File: src/rtl/sdram_arb_pkg.sv
// Shared types and constants for the SDRAM port arbiter.
package sdram_arb_pkg;

    localparam int NREQ     = 4;
    localparam int REQ_DMA  = 0;
    localparam int REQ_TAPE = 1;
    localparam int REQ_FDD  = 2;
    localparam int REQ_CPU  = 3;

    typedef enum logic [1:0] {
        ARB_IDLE,
        ARB_ISSUE,
        ARB_WAIT,
        ARB_ACK
    } arb_state_e;

endpackage

File: src/rtl/sdram_arbiter_pick.sv
// Combinational winner selection: lowest request index wins unless the CPU
// has waited long enough, in which case it jumps to the front.
module arb_pick
    import sdram_arb_pkg::*;
(
    input  logic [NREQ-1:0] req,
    input  logic            starve,
    output logic [1:0]      idx,
    output logic            valid
);

    // Fixed priority with CPU starvation override.
    always_comb begin
        idx   = 2'(REQ_DMA);
        valid = |req;
        if (req[REQ_CPU] && starve) begin
            idx = 2'(REQ_CPU);
        end else if (req[REQ_DMA]) begin
            idx = 2'(REQ_DMA);
        end else if (req[REQ_TAPE]) begin
            idx = 2'(REQ_TAPE);
        end else if (req[REQ_FDD]) begin
            idx = 2'(REQ_FDD);
        end else if (req[REQ_CPU]) begin
            idx = 2'(REQ_CPU);
        end
    end

endmodule

File: src/rtl/sdram_arbiter.sv
// Shares the single-byte SDRAM controller port between DMA, tape, FDD and
// CPU requesters with a req/ack handshake.
// Handshake: a requester raises req[i] with we/addr/din stable and holds them
// until ack[i] pulses for one cycle; the grant is frozen from IDLE until ACK.
// Controller side: one-cycle mem_rd/mem_we strobe in ISSUE, then wait for a
// one-cycle mem_done (or the watchdog) in WAIT.
module sdram_arbiter
    import sdram_arb_pkg::*;
#(
    parameter int ADDR_W       = 25,
    parameter int STARVE_LIMIT = 15,
    parameter int TIMEOUT      = 255
) (
    input  logic                   clk_sys,
    input  logic                   reset,
    input  logic [NREQ-1:0]        req,
    input  logic [NREQ-1:0]        we,
    input  logic [NREQ*ADDR_W-1:0] addr,
    input  logic [NREQ*8-1:0]      din,
    output logic [NREQ-1:0]        ack,
    output logic [7:0]             dout,
    output logic                   err,
    output logic                   busy,
    output logic [ADDR_W-1:0]      mem_addr,
    output logic [7:0]             mem_din,
    output logic                   mem_we,
    output logic                   mem_rd,
    input  logic [7:0]             mem_dout,
    input  logic                   mem_done,
    input  logic                   mem_ready,
    output arb_state_e             dbg_state
);

    localparam int SW = $clog2(STARVE_LIMIT + 1);
    localparam int WW = $clog2(TIMEOUT + 1);

    arb_state_e      state, state_nx;
    logic [1:0]      grant;
    logic            we_lat;
    logic            err_flag;
    logic [SW-1:0]   starve_cnt;
    logic [WW-1:0]   wd;
    logic [1:0]      pick_idx;
    logic            pick_valid;
    logic            starve;
    logic            fire;
    logic            wd_hit;

    assign starve    = (starve_cnt >= SW'(STARVE_LIMIT));
    assign fire      = (state == ARB_IDLE) && pick_valid && mem_ready;
    // wd is 0 in the first WAIT cycle, so hitting TIMEOUT-2 lands ACK exactly
    // TIMEOUT cycles after ISSUE. A simultaneous mem_done wins.
    assign wd_hit    = (state == ARB_WAIT) && !mem_done && (wd == WW'(TIMEOUT - 2));
    assign dbg_state = state;

    arb_pick u_pick (
        .req   (req),
        .starve(starve),
        .idx   (pick_idx),
        .valid (pick_valid)
    );

    // State register.
    always_ff @(posedge clk_sys or posedge reset) begin
        if (reset) state <= ARB_IDLE;
        else       state <= state_nx;
    end

    // Next state and strobe/ack decode.
    always_comb begin
        state_nx = state;
        ack      = '0;
        err      = 1'b0;
        mem_we   = 1'b0;
        mem_rd   = 1'b0;
        case (state)
            ARB_IDLE: begin
                if (fire) state_nx = ARB_ISSUE;
            end
            ARB_ISSUE: begin
                mem_we   = we_lat;
                mem_rd   = !we_lat;
                state_nx = ARB_WAIT;
            end
            ARB_WAIT: begin
                if (mem_done || wd_hit) state_nx = ARB_ACK;
            end
            ARB_ACK: begin
                ack      = NREQ'(1) << grant;
                err      = err_flag;
                state_nx = ARB_IDLE;
            end
            default: state_nx = ARB_IDLE;
        endcase
    end

    // Grant latch, controller-side registers, read data and watchdog.
    always_ff @(posedge clk_sys or posedge reset) begin
        if (reset) begin
            grant    <= '0;
            we_lat   <= 1'b0;
            mem_addr <= '0;
            mem_din  <= '0;
            dout     <= '0;
            busy     <= 1'b0;
            err_flag <= 1'b0;
            wd       <= '0;
        end else begin
            case (state)
                ARB_IDLE: begin
                    if (fire) begin
                        grant    <= pick_idx;
                        we_lat   <= we[pick_idx];
                        mem_addr <= addr[int'(pick_idx)*ADDR_W +: ADDR_W];
                        mem_din  <= din[int'(pick_idx)*8 +: 8];
                        busy     <= 1'b1;
                        err_flag <= 1'b0;
                    end
                end
                ARB_ISSUE: begin
                    wd <= '0;
                end
                ARB_WAIT: begin
                    wd <= wd + 1'b1;
                    if (mem_done && !we_lat) dout <= mem_dout;
                    if (wd_hit) err_flag <= 1'b1;
                end
                ARB_ACK: begin
                    busy <= 1'b0;
                end
                default: ;
            endcase
        end
    end

    // CPU starvation counter: counts cycles the CPU waits while others own the port.
    always_ff @(posedge clk_sys or posedge reset) begin
        if (reset) begin
            starve_cnt <= '0;
        end else if (!req[REQ_CPU]) begin
            starve_cnt <= '0;
        end else if ((fire && pick_idx == 2'(REQ_CPU)) || (busy && grant == 2'(REQ_CPU))) begin
            starve_cnt <= '0;
        end else if (starve_cnt < SW'(STARVE_LIMIT)) begin
            starve_cnt <= starve_cnt + 1'b1;
        end
    end

endmodule
File: config.mk
export PLATFORM = sky130hd
export DESIGN_NAME = sdram_arbiter
export DESIGN_NICKNAME = d
export VERILOG_FILES = /design/src/rtl/sdram_arb_pkg.sv /design/src/rtl/sdram_arbiter_pick.sv /design/src/rtl/sdram_arbiter.sv
export SDC_FILE = /design/constraint.sdc
export NUM_CORES = 1
export LEC_CHECK = 0
export ABC_AREA = 1
export ABC_CLOCK_PERIOD_IN_PS = 2600
export CAP_MARGIN = 20
export CORE_ASPECT_RATIO = 1.75
export CORE_MARGIN = 2
export CORE_UTILIZATION = 43
export CTS_BUF_LIST = sky130_fd_sc_hd__clkbuf_8
export DETAILED_ROUTE_END_ITERATION = 6
export PLACE_DENSITY = 0.82
export SYNTH_ARGS = -nofsm -noshare
export SYNTH_HDL_FRONTEND = slang
export SYNTH_SLANG_ARGS = --single-unit
export TNS_END_PERCENT = 1
File: constraint.sdc
create_clock -name clk_sys -period 2.6 [get_ports clk_sys]
set_clock_uncertainty 0.05 [all_clocks]
set_input_delay 0.52 -clock clk_sys [delete_from_list [all_inputs] [get_ports clk_sys]]
set_output_delay 0.52 -clock clk_sys [all_outputs]
set_load 0.05 [all_outputs]
**Word-level counts from Yosys, hierarchy flattened**

Index checks and enable logic that the tools add are counted.

- Shifts and indexed selects: 3
- $mul: 1
- $add $sub $neg: 2
- Mux-type cells: 23
- Equality and inequality tests: 10
- Order comparisons: 3
- Reductions and logical operators: 22

Operators by type and width:

| kind | number |
|---|---|
| variable part select 100 x 8 -> 25 bit | 1 |
| variable part select 32 x 6 -> 8 bit | 1 |
| 2-to-1 mux 4 bit | 4 |
| one-hot mux 8 bit (2 select lines) | 1 |
| 2-to-1 mux 2 bit | 7 |
| adder 8 x 1 -> 8 bit, second input constant | 1 |
| == test 2 bit, second input constant | 4 |
| == test 8 bit, second input constant | 1 |
| logical AND 1 bit | 8 |
| one-hot mux 2 bit (4 select lines) | 1 |
| AND reduction 2 bit | 4 |
| multiplier 2 x 5 -> 7 bit, second input constant | 1 |
| 2-to-1 mux 1 bit | 7 |
| nonzero test 2 bit | 3 |
| adder 4 x 1 -> 4 bit, second input constant | 1 |
| greater-or-equal comparator 4 bit, second input constant | 1 |
| less-than comparator 4 bit, second input constant | 1 |
| != test 2 bit, second input constant | 2 |
| one-hot mux 1 bit (2 select lines) | 2 |
| OR reduction 4 bit | 1 |
| << shifter 1 x 2 -> 4 bit, first input constant | 1 |
| less-than comparator 2 x 3 -> 1 bit, second input constant | 1 |
| != test 3 x 1 -> 1 bit, second input constant | 1 |
| AND reduction 3 bit | 1 |
| 6 further kinds | 8 |

- Bits of input ports: 152
- Bits in registers: 60
- Output and inout port bits: 51
- Logic and storage cells: 74

**Logic depth before layout (Yosys ltp)**

Gate-level depths: netlist of the first run.

- Depth in word-level cells: 10
- Mapped depth: 11
- Mapped depth without buffers: 10

**Cells and area by module**

A second synthesis of the first run with hierarchy kept.

- Cells, all modules: 513
- Area total of the unflattened synthesis: 3736.1 um^2

Modules (own cells, without submodules):

| module | seq. area each (um^2) | cells an instance | times used | area an instance (um^2) |
|---|---|---|---|---|
| sdram_arbiter | 1501.4 | 501 | 1 | 3688.5 |
| arb_pick | 0.0 | 12 | 1 | 47.5 |

**Least setup slack after synthesis of the first run**

No wires, ideal clock.

- Kind: reg-to-output
- From: reg state[1], in the netlist dbg_state[1]
- To: out ack[0]
- Slack: -0.028 ns
- Arrival time: 2.058 ns
- Stages on the path, launching flop included: 4
- Cells stage by stage: dfrtp_1 -> ha_1 -> inv_1 -> nor3_1

- Longest elaborated chain between the ends: 2

Ends and longest elaborated chain:

| what | RTL line | text |
|---|---|---|
| start: declaration | sdram_arbiter.sv:37 | `arb_state_e state, state_nx;` |
| start signal: assignment | sdram_arbiter.sv:66 | `else state <= state_nx;` |
| == test 2 bit | sdram_arbiter.sv:76 | `case (state)` |
| 2-to-1 mux 4 bit | sdram_arbiter.sv:76 |  |
| end: declaration | sdram_arbiter.sv:20 | `output logic [NREQ-1:0] ack,` |

Every way passes these cells.

**Worst setup path in the final report of the first run**

- From: reg state[1], in the netlist dbg_state[1]
- To: out err

- Longest elaborated chain between the ends: 2

Ends and longest elaborated chain:

| what | RTL line | text |
|---|---|---|
| == test 2 bit | sdram_arbiter.sv:76 |  |
| 2-to-1 mux 1 bit | sdram_arbiter.sv:76 |  |
| end: declaration | sdram_arbiter.sv:22 | `output logic err,` |

Every way passes these cells.

==> results.sh, run 1 <==
export IMPL_synthDistinctLibCells=27
export IMPL_crit_type="reg2out"
export IMPL_setup_slack_ps=123
export IMPL_synth_largest_area_cell="dfrtp_1"
export IMPL_min_period_ps=2480
export IMPL_cap_viol_max_count=0
export IMPL_multi_input_area_sq_um=2060
export IMPL_synthTopCellsByCount="nand2_1, inv_1, nand3_1, dfrtp_1, nor2_1"
export IMPL_place_hpwl_um=10100
export IMPL_rows=48
export IMPL_start_util_pct=43.8
export IMPL_syn_cell_area_sq_um=4320
export IMPL_peakVddDrop_v=0.000638
export IMPL_worstSetupEndpointType="primary output"
export IMPL_p_leak_nw=3.68
export IMPL_synth_area_top_cells="dfrtp_1, nand2_1, nand3_1, inv_1, mux2_2"
export IMPL_slew_viol_final=0
export IMPL_place_ws_ps=157
export IMPL_grt_use_total_pct=25.7
export IMPL_slowest_delay_ps=790
export IMPL_ff_latch_area_sq_um=1500
export IMPL_grt_pass1_vias=4602
export IMPL_detail_route_antenna_nets=0
export IMPL_dieArea_sq_um=10900
export IMPL_grt_pass1_wl_um=21700
export IMPL_vias=4863
export IMPL_setup_worst_path_start="dbg_state[1]"
export IMPL_drt_initial_drc_count=270
export IMPL_worst_setup_path_start_kind="register"
export IMPL_drive_gt1_share_pct=4.71
export IMPL_worstSkewPairLatency_ps=350
export IMPL_max_freq_ghz=0.404
export IMPL_synth_most_common_cell="nand2_1"
export IMPL_clock_sinks=60
export IMPL_synth_top_area_share_pct=34.8
export IMPL_ctsHoldBuffers=0
export IMPL_drc=0
export IMPL_final_nets=1047
export IMPL_synth_top_flop_cell="dfrtp_1"
export IMPL_io_pins=203
export IMPL_r2r_start="starve_cnt[1]"
export IMPL_synth_edf_count=0
export IMPL_num_antenna_cells=0
export IMPL_root_buffer="clkbuf_8"
export IMPL_synthArstFlopShare_pct=100
export IMPL_fill_cells=856
export IMPL_hold_violations=0
export IMPL_hold_class="reg2reg"
export IMPL_routabilityCongestion=0.899
export IMPL_fin_crit_sh_pct=95.3
export IMPL_setup_viol=0
export IMPL_min_from="mem_din[0]"
export IMPL_rsz0062_at_grt="false"
export IMPL_vias_per_cell=4.78
export IMPL_fp_dieH_um=137
export IMPL_clkSlewWorstSetupHoldPaths_ps=70
export IMPL_total_power_mw=5.80
export IMPL_dp_cells=1002
export IMPL_synth_seq_cells=60
export IMPL_portBuffers=202
export IMPL_crit_chain="ha_1 -> nand2_1 -> inv_1 -> clkdlybuf4s50_1"
export IMPL_cts_tree="yes"
export IMPL_routedWlPerCell_um=13.4
export IMPL_htree_levels=3
export IMPL_syn_nets=856
export IMPL_syn_area_per_cell_sq_um=6.19
export IMPL_crit_arrival_ps=1910
export IMPL_grt_ovfl_total=0
export IMPL_first_pass_iters=4
export IMPL_required_ps=2030
export IMPL_finalWirelength_um=13600
export IMPL_timing_slew_headroom_pct=61.7
export IMPL_antenna_found_initial=0
export IMPL_cp_max_fo=5
export IMPL_grt_start_max_net_pins=61
export IMPL_synth_warnings=0
export IMPL_p_per_area_nw_per_um2=865
export IMPL_path_buf_inv=2
export IMPL_cts_buffer_depth=2
export IMPL_fp_dieW_um=79.8
export IMPL_final_instance_count_excl_fill=1017
export IMPL_ys_seq_area_share_pct=34.8
export IMPL_fin_tns_setup_ps=0
export IMPL_cts_buffers=9
export IMPL_worst_pin_slew_ps=573
export IMPL_outcome="finished clean"
export IMPL_critical_path_top_delay_family="buffers and inverters"
export IMPL_coreArea_sq_um=9850
export IMPL_synth_cells=697
export IMPL_area_growth_pct=55.3
export IMPL_slowest_stage="clkdlybuf4s50_1"
## cell type report
class                   instances  share of cell area, %
multi-input cells             443                   30.7
clock buffers                  10                   2.05
well taps                     125                   2.33
clock inverters                 5                  0.690
inverters                     158                   8.84
flip-flops and latches         60                   22.4
repair buffers                216                   33.0
## per-stage QoR
stage | utilization [%] | area, sq um | hold WS [ps]
finish | 68.1 | 6710 | 427
detailed placement | 66.2 | 6520 | 414
global placement | 66.2 | 6520 | 406
global route | 68.1 | 6710 | 451
floorplan | - | 4320 | 392
CTS | 68.0 | 6700 | 432
## layer usage
layer  vias up  GRT usage (%)  wire, um
li1       2482              -         -
met1      2180           28.6      5020
met2       167           46.4      7260
met3        34           5.28       759
met4         0           11.6       563
met5         -              0         0
## worst paths after layout
path | to | slack, ps | cells after the start
max | err | 120 | 4
min | mem_din[0] | 430 | 2
max reg2reg | mem_din[6] | 720 | 10
min reg2reg | mem_din[0] | 430 | 2
max in group asynchronous | mem_addr[5] | 1720 | 3
min in group asynchronous | mem_addr[18] | 520 | 3
## report_power, final
group | switching (mW) | internal, mW
clock | 0.352 | 0.451
sequential | 0.255 | 1.32
combinational | 2.20 | 1.22
## flip-flops by register name, summed over array words and instances (netlist names), 2 cells and up
register and flops:
starve_cnt 4, dout 8, mem_addr 25, mem_din 8, grant 2, dbg_state 2
wd 8
## cell families (layout without fill, tap and decap cells)
group                      Yosys count  after routing  synth area share [%]
AOI/OAI and AO/OA                   20             20                  2.78
xor gates and xnor gates             2              2                 0.406
adders and majority gates            7              7                  2.03
buffers and inverters              194            389                  17.8
DFF                                 60             60                  34.8
muxes                                8              8                  2.09
and+or+nand+nor                    406            406                  40.1
## what timing repair did
item | CTS | global route
pin swaps | 0 | 0
setup endpoints to repair | 4 | 2
resized for setup | 4 | 2
cloned | 0 | 0
setup buffers | 0 | 0
## worst register-to-register path: stages (launching register included)
cell,delay [ps]
dfrtp_1,390
ha_1,230
nand4_1,220
buf_4,220
nand2_2,120
buf_12,210
nand2_1,90
nand3_1,100
nand2_1,60
nand2_1,50
nand2_1,40
## placed cells by master, fill, tap and decap left out, drive strengths merged, types with 2 or more instances in the layout
cell	n
a21oi	11
buf	14
clkbuf	10
clkdlybuf4s50	196
clkinv	2
dfrtp	60
dlygate4sd2	4
dlymetal6s2s	2
ha	7
inv	160
mux2	8
nand2	230
nand3	150
nor2	17
nor3	7
o21ai	7
Note: power is estimated with default switching activity, not from simulation.
==> run 2, diff against run 1 <==
Settings changed: CORE_ASPECT_RATIO 1.75 to not set.
==> run 2 against run 1 <==
  * Sequential power about the same
  * Via count grew 1.4%
  * Non-clock buffer count down 2
  * Sequential cell count unchanged
  * Worst setup slack improved by 51 ps
  * Largest power group unchanged
  * Clock power grew 25%
  * Sequential share of layout area about the same
  * Critical path type unchanged
  * Die area down 0.29%
==> results.sh, run 2 (same netlist as run 1, synthesis figures left out) <==
export IMPL_outcome="finished clean"
export IMPL_start_util_pct=44.2
export IMPL_rows=36
export IMPL_crit_type="reg2out"
export IMPL_p_leak_nw=3.69
export IMPL_final_nets=1045
export IMPL_detail_route_antenna_nets=0
export IMPL_slowest_delay_ps=790
export IMPL_io_pins=203
export IMPL_crit_arrival_ps=1860
export IMPL_cts_tree="yes"
export IMPL_cp_max_fo=5
export IMPL_fin_crit_sh_pct=93.3
export IMPL_dieArea_sq_um=10900
export IMPL_max_freq_ghz=0.412
export IMPL_drive_gt1_share_pct=4.71
export IMPL_fp_dieH_um=104
export IMPL_vias=4932
export IMPL_required_ps=2030
export IMPL_routedWlPerCell_um=13.9
export IMPL_fill_cells=842
export IMPL_cts_buffer_depth=2
export IMPL_worstSetupEndpointType="primary output"
export IMPL_slowest_stage="clkdlybuf4s50_1"
export IMPL_registers_top_by_ff_count="mem_addr"
export IMPL_critical_path_top_delay_family="buffers and inverters"
export IMPL_p_per_area_nw_per_um2=895
export IMPL_coreArea_sq_um=9770
export IMPL_setup_slack_ps=174
export IMPL_path_buf_inv=2
export IMPL_postCtsSetupRepairBufs=0
export IMPL_antenna_found_initial=0
export IMPL_grt_use_total_pct=26.8
export IMPL_min_period_ps=2430
export IMPL_hold_violations=0
export IMPL_fin_tns_setup_ps=0
export IMPL_area_growth_pct=55.5
export IMPL_cts_resized=3
export IMPL_rsz0062_at_grt="false"
export IMPL_finalWirelength_um=14200
export IMPL_worstSkewPairLatency_ps=330
export IMPL_hold_class="reg2reg"
export IMPL_drt_initial_drc_count=247
export IMPL_clock_sinks=60
export IMPL_routabilityCongestion=0.912
export IMPL_first_pass_iters=6
export IMPL_clkSlewWorstSetupHoldPaths_ps=70
export IMPL_peakVddDrop_v=0.000608
export IMPL_vias_per_cell=4.82
export IMPL_place_ws_ps=144
export IMPL_worst_pin_slew_ps=690
export IMPL_grt_start_max_net_pins=38
export IMPL_worst_setup_path_start_kind="register"
export IMPL_timing_slew_headroom_pct=53.9
export IMPL_cap_viol_max_count=0
export IMPL_num_antenna_cells=0
export IMPL_crit_chain="ha_1 -> nand2_1 -> inv_1 -> clkdlybuf4s50_1"
export IMPL_place_hpwl_um=10500
export IMPL_ctsHoldBuffers=0
export IMPL_root_buffer="clkbuf_8"
export IMPL_htree_levels=3
export IMPL_final_cell_mix="nand2_1, clkdlybuf4s50_1, inv_1"
export IMPL_portBuffers=202
export IMPL_largest_reg_flops=25
export IMPL_drc=0
export IMPL_grt_ovfl_total=0
export IMPL_fp_dieW_um=104
export IMPL_setup_viol=0
export IMPL_grt_pass1_vias=4925
export IMPL_grt_pass1_wl_um=23700
export IMPL_layout_commonest_cell="nand2_1"
export IMPL_cts_buffers=9
export IMPL_slew_viol_final=0
==> run 2: cell types whose count changed in the layout (fill, tap and decap cells not counted) <==
cell and delta:
dlygate4sd2_1 -1, buf_4 +1, dlymetal6s2s_1 +1, clkbuf_8 -1, inv_1 -1, bufinv_16 +2, clkinv_2 +1, buf_12 -3
==> run 2: stage by stage <==
stage	hold slack, ps	cells	area (sq um)	util [%]	total power, mW
floorplan	392	697	4320	-	3.72
global placement	410	1008	6480	66.3	4.94
detailed placement	414	1008	6480	66.3	5.03
CTS	431	1024	6710	68.6	6.04
global route	439	1024	6720	68.7	6.35
finish	430	1024	6720	68.7	6.01
==> run 2: layout make-up <==
type                            instances  area (sq um)  share of cell area, %
Timing Repair Buffer                  214          2170                   32.3
Multi-Input combinational cell        443          2060                   30.6
Sequential cell                        60          1500                   22.4
Inverter                              158           593                   8.83
Tap cell                              133           166                   2.48
Clock buffer                            9           124                   1.84
Clock inverter                          7           108                   1.60
==> run 2: power by group <==
part / switching [mW] / internal (mW)
sequential: 0.264 / 1.32
combinational: 2.21 / 1.21
clock: 0.375 / 0.627
total: 2.85 / 3.16
==> run 2: path summary, 6_finish.rpt <==
kind	start	endpoint	slack (ps)	cells after the start
min in group asynchronous	reset	mem_addr[10]	530	2
max	dbg_state[1]	err	170	4
max in group asynchronous	reset	mem_addr[22]	1360	3
min reg2reg	mem_din[2]	mem_din[2]	430	2
max reg2reg	starve_cnt[1]	mem_addr[11]	610	8
min	mem_din[2]	mem_din[2]	430	2
==> run 2: worst register-to-register path, stage by stage (launching register included) <==
cell     delay, ps
dfrtp_1        410
ha_1           230
nand4_1        220
o21ai_4        110
inv_2          520
nand3_1        180
nand2_1        100
nand2_1         50
nand2_1         60
==> run 2: per-layer routing <==
layer | vias up | share of wire [%] | global-route usage, % | wire length (um)
met4 | 0 | 1.5 | 7.14 | 214
met1 | 2253 | 41 | 33.1 | 5890
met5 | - | 0 | 0 | 0
met3 | 16 | 5.8 | 4.95 | 829
met2 | 180 | 51 | 48.0 | 7300
li1 | 2483 | - | - | -
==> run 3, diff against run 2 <==
Settings changed: CORE_UTILIZATION 43 to 30, CTS_BUF_LIST sky130_fd_sc_hd__clkbuf_8 to sky130_fd_sc_hd__clkbuf_4, PLACE_DENSITY 0.82 to 0.61.
==> run 3 against run 2 <==
  * Hold slack got worse by 61 ps
  * Critical endpoint is now mem_rd
  * Register-to-register slack improved by 100 ps
  * Wire length fell by 1.3%
  * Global-route usage fell by 7.7 points
  * First-iteration DRC count rose by 20%
  * Clock-buffer cell count did not move
  * Power fell by 8.1%
==> results.sh, run 3 (same netlist as run 1, synthesis figures left out) <==
export IMPL_outcome="finished clean"
export IMPL_dpl_cell_area_sq_um=6570
export IMPL_final_cell_mix="nand2_1, clkdlybuf4s50_1, inv_1"
export IMPL_cp_max_fo=5
export IMPL_htree_levels=3
export IMPL_routabilityCongestion=0.827
export IMPL_finalWirelength_um=14100
export IMPL_r2r_setup_slack_ps=710
export IMPL_cts_buffer_depth=2
export IMPL_fin_tns_setup_ps=0
export IMPL_path_buf_inv=3
export IMPL_clkSlewWorstSetupHoldPaths_ps=110
export IMPL_fp_dieH_um=124
export IMPL_final_instance_count_excl_fill=1075
export IMPL_fp_dieW_um=124
export IMPL_start_util_pct=30.9
export IMPL_postCtsSetupRepairBufs=0
export IMPL_grt_start_max_net_pins=61
export IMPL_dieArea_sq_um=15400
export IMPL_fin_crit_sh_pct=90.3
export IMPL_grt_pass1_wl_um=23000
export IMPL_worst_setup_path_start_kind="register"
export IMPL_first_pass_iters=4
export IMPL_antenna_found_initial=0
export IMPL_p_leak_nw=3.60
export IMPL_layout_commonest_cell="nand2_1"
export IMPL_worstSkewPairLatency_ps=440
export IMPL_drc=0
export IMPL_place_hpwl_um=9940
export IMPL_worstRegToRegCells=9
export IMPL_cts_tree="yes"
export IMPL_critPathCapture="mem_rd"
export IMPL_min_period_ps=2350
export IMPL_setup_slack_ps=251
export IMPL_crit_type="reg2out"
export IMPL_clock_sinks=60
export IMPL_crit_arrival_ps=1780
export IMPL_peakVddDrop_v=0.000438
export IMPL_cpMostUsedCell="inv_1"
export IMPL_place_ws_ps=297
export IMPL_slowest_stage="dlygate4sd2_1"
export IMPL_multi_input_area_sq_um=2060
export IMPL_drt_initial_drc_count=297
export IMPL_required_ps=2030
export IMPL_dp_cells=1059
export IMPL_io_pins=203
export IMPL_hold_violations=0
export IMPL_timing_slew_headroom_pct=62.3
export IMPL_regToRegEndpoint="mem_addr[1]"
export IMPL_grt_pass1_vias=4752
export IMPL_crit_chain="inv_1 -> ha_1 -> inv_1 -> nor2_1 -> dlygate4sd2_1"
export IMPL_portBuffers=202
export IMPL_setup_viol=0
export IMPL_fin_area_sq_um=6680
export IMPL_grt_ovfl_total=0
export IMPL_fill_cells=1491
export IMPL_ff_latch_area_sq_um=1500
export IMPL_worstSetupEndpointType="primary output"
export IMPL_grt_use_total_pct=19.2
export IMPL_registers_top_by_ff_count="mem_addr"
export IMPL_final_nets=1049
export IMPL_path_depth=5
export IMPL_cts_buffers=9
export IMPL_rows=43
export IMPL_drive_gt1_share_pct=5.70
export IMPL_setup_worst_path_start="dbg_state[1]"
export IMPL_max_freq_ghz=0.426
export IMPL_coreArea_sq_um=14000
export IMPL_detail_route_antenna_nets=0
export IMPL_cap_viol_max_count=0
export IMPL_hold_class="in2async"
export IMPL_vias_per_cell=4.38
export IMPL_slowest_delay_ps=540
export IMPL_slew_viol_final=0
export IMPL_worst_pin_slew_ps=564
export IMPL_r2r_start="starve_cnt[0]"
export IMPL_routedWlPerCell_um=13.1
export IMPL_p_per_area_nw_per_um2=827
export IMPL_largest_reg_flops=25
export IMPL_rsz0062_at_grt="false"
export IMPL_vias=4707
export IMPL_critical_path_top_delay_family="buffers and inverters"
export IMPL_num_antenna_cells=0
export IMPL_root_buffer="clkbuf_4"
export IMPL_area_growth_pct=54.7
-- run 3: cell count changes in the layout (fill, tap and decap cells not counted), moves of 3 or more --
cell and change:
dlymetal6s2s_1 -3, clkbuf_8 -9, clkinvlp_4 +4, clkbuf_4 +9, bufinv_16 -3, buf_4 +7
-- run 3: worst min path at each step --
stage | slack [ps] | cells after the start | endpoint | start
detailed placement | 410 | 2 | mem_addr[7] | mem_addr[7]
CTS | 370 | 3 | wd[4] | reset
finish | 370 | 3 | wd[6] | reset
global placement | 410 | 2 | err_flag | err_flag
floorplan | 390 | 2 | err_flag | err_flag
global route | 410 | 3 | wd[6] | reset
-- run 3: through the flow --
step | hold WS [ps] | util (%) | power (mW)
after floorplan | 392 | - | 3.72
final | 369 | 47.7 | 5.52
after global placement | 411 | 47.0 | 5.00
after CTS | 370 | 47.7 | 5.60
after detailed placement | 414 | 47.0 | 5.01
after global routing | 413 | 47.7 | 5.94
-- run 3: report_power, final --
group	total, mW	internal, mW	switching (mW)	leakage, nW
Clock	0.575	0.188	0.387	0.0514
Combinational	3.39	1.20	2.19	2.79
Sequential	1.56	1.32	0.240	0.754
-- run 3: worst min-delay path: stages --
cell,delay (ps)
clkdlybuf4s50_1,410
inv_2,70
buf_12,270
-- run 3: cell type report --
| type | instances | area share, % |
|---|---|---|
| Sequential cell | 60 | 22.5 |
| Clock buffer | 9 | 1.01 |
| Timing Repair Buffer | 218 | 32.8 |
| Tap cell | 180 | 3.37 |
| Multi-Input combinational cell | 443 | 30.8 |
| Clock inverter | 7 | 0.656 |
| Inverter | 158 | 8.88 |
-- run 3: repair_timing --
item | CTS | global route
hold buffers | 0 | 0
resized for setup | 3 | 0
endpoints found under the setup margin | 3 | 0
-- run 3: routing by layer --
metal | part of all wire (%) | wire (um) | vias to the layer above | GRT usage [%]
met4 | 2.2 | 303 | 0 | 6.04
met5 | 0 | 0 | - | 0
met2 | 45 | 6300 | 141 | 31.4
met3 | 7.0 | 980 | 24 | 5.04
met1 | 46 | 6460 | 2052 | 24.7
li1 | - | - | 2490 | -
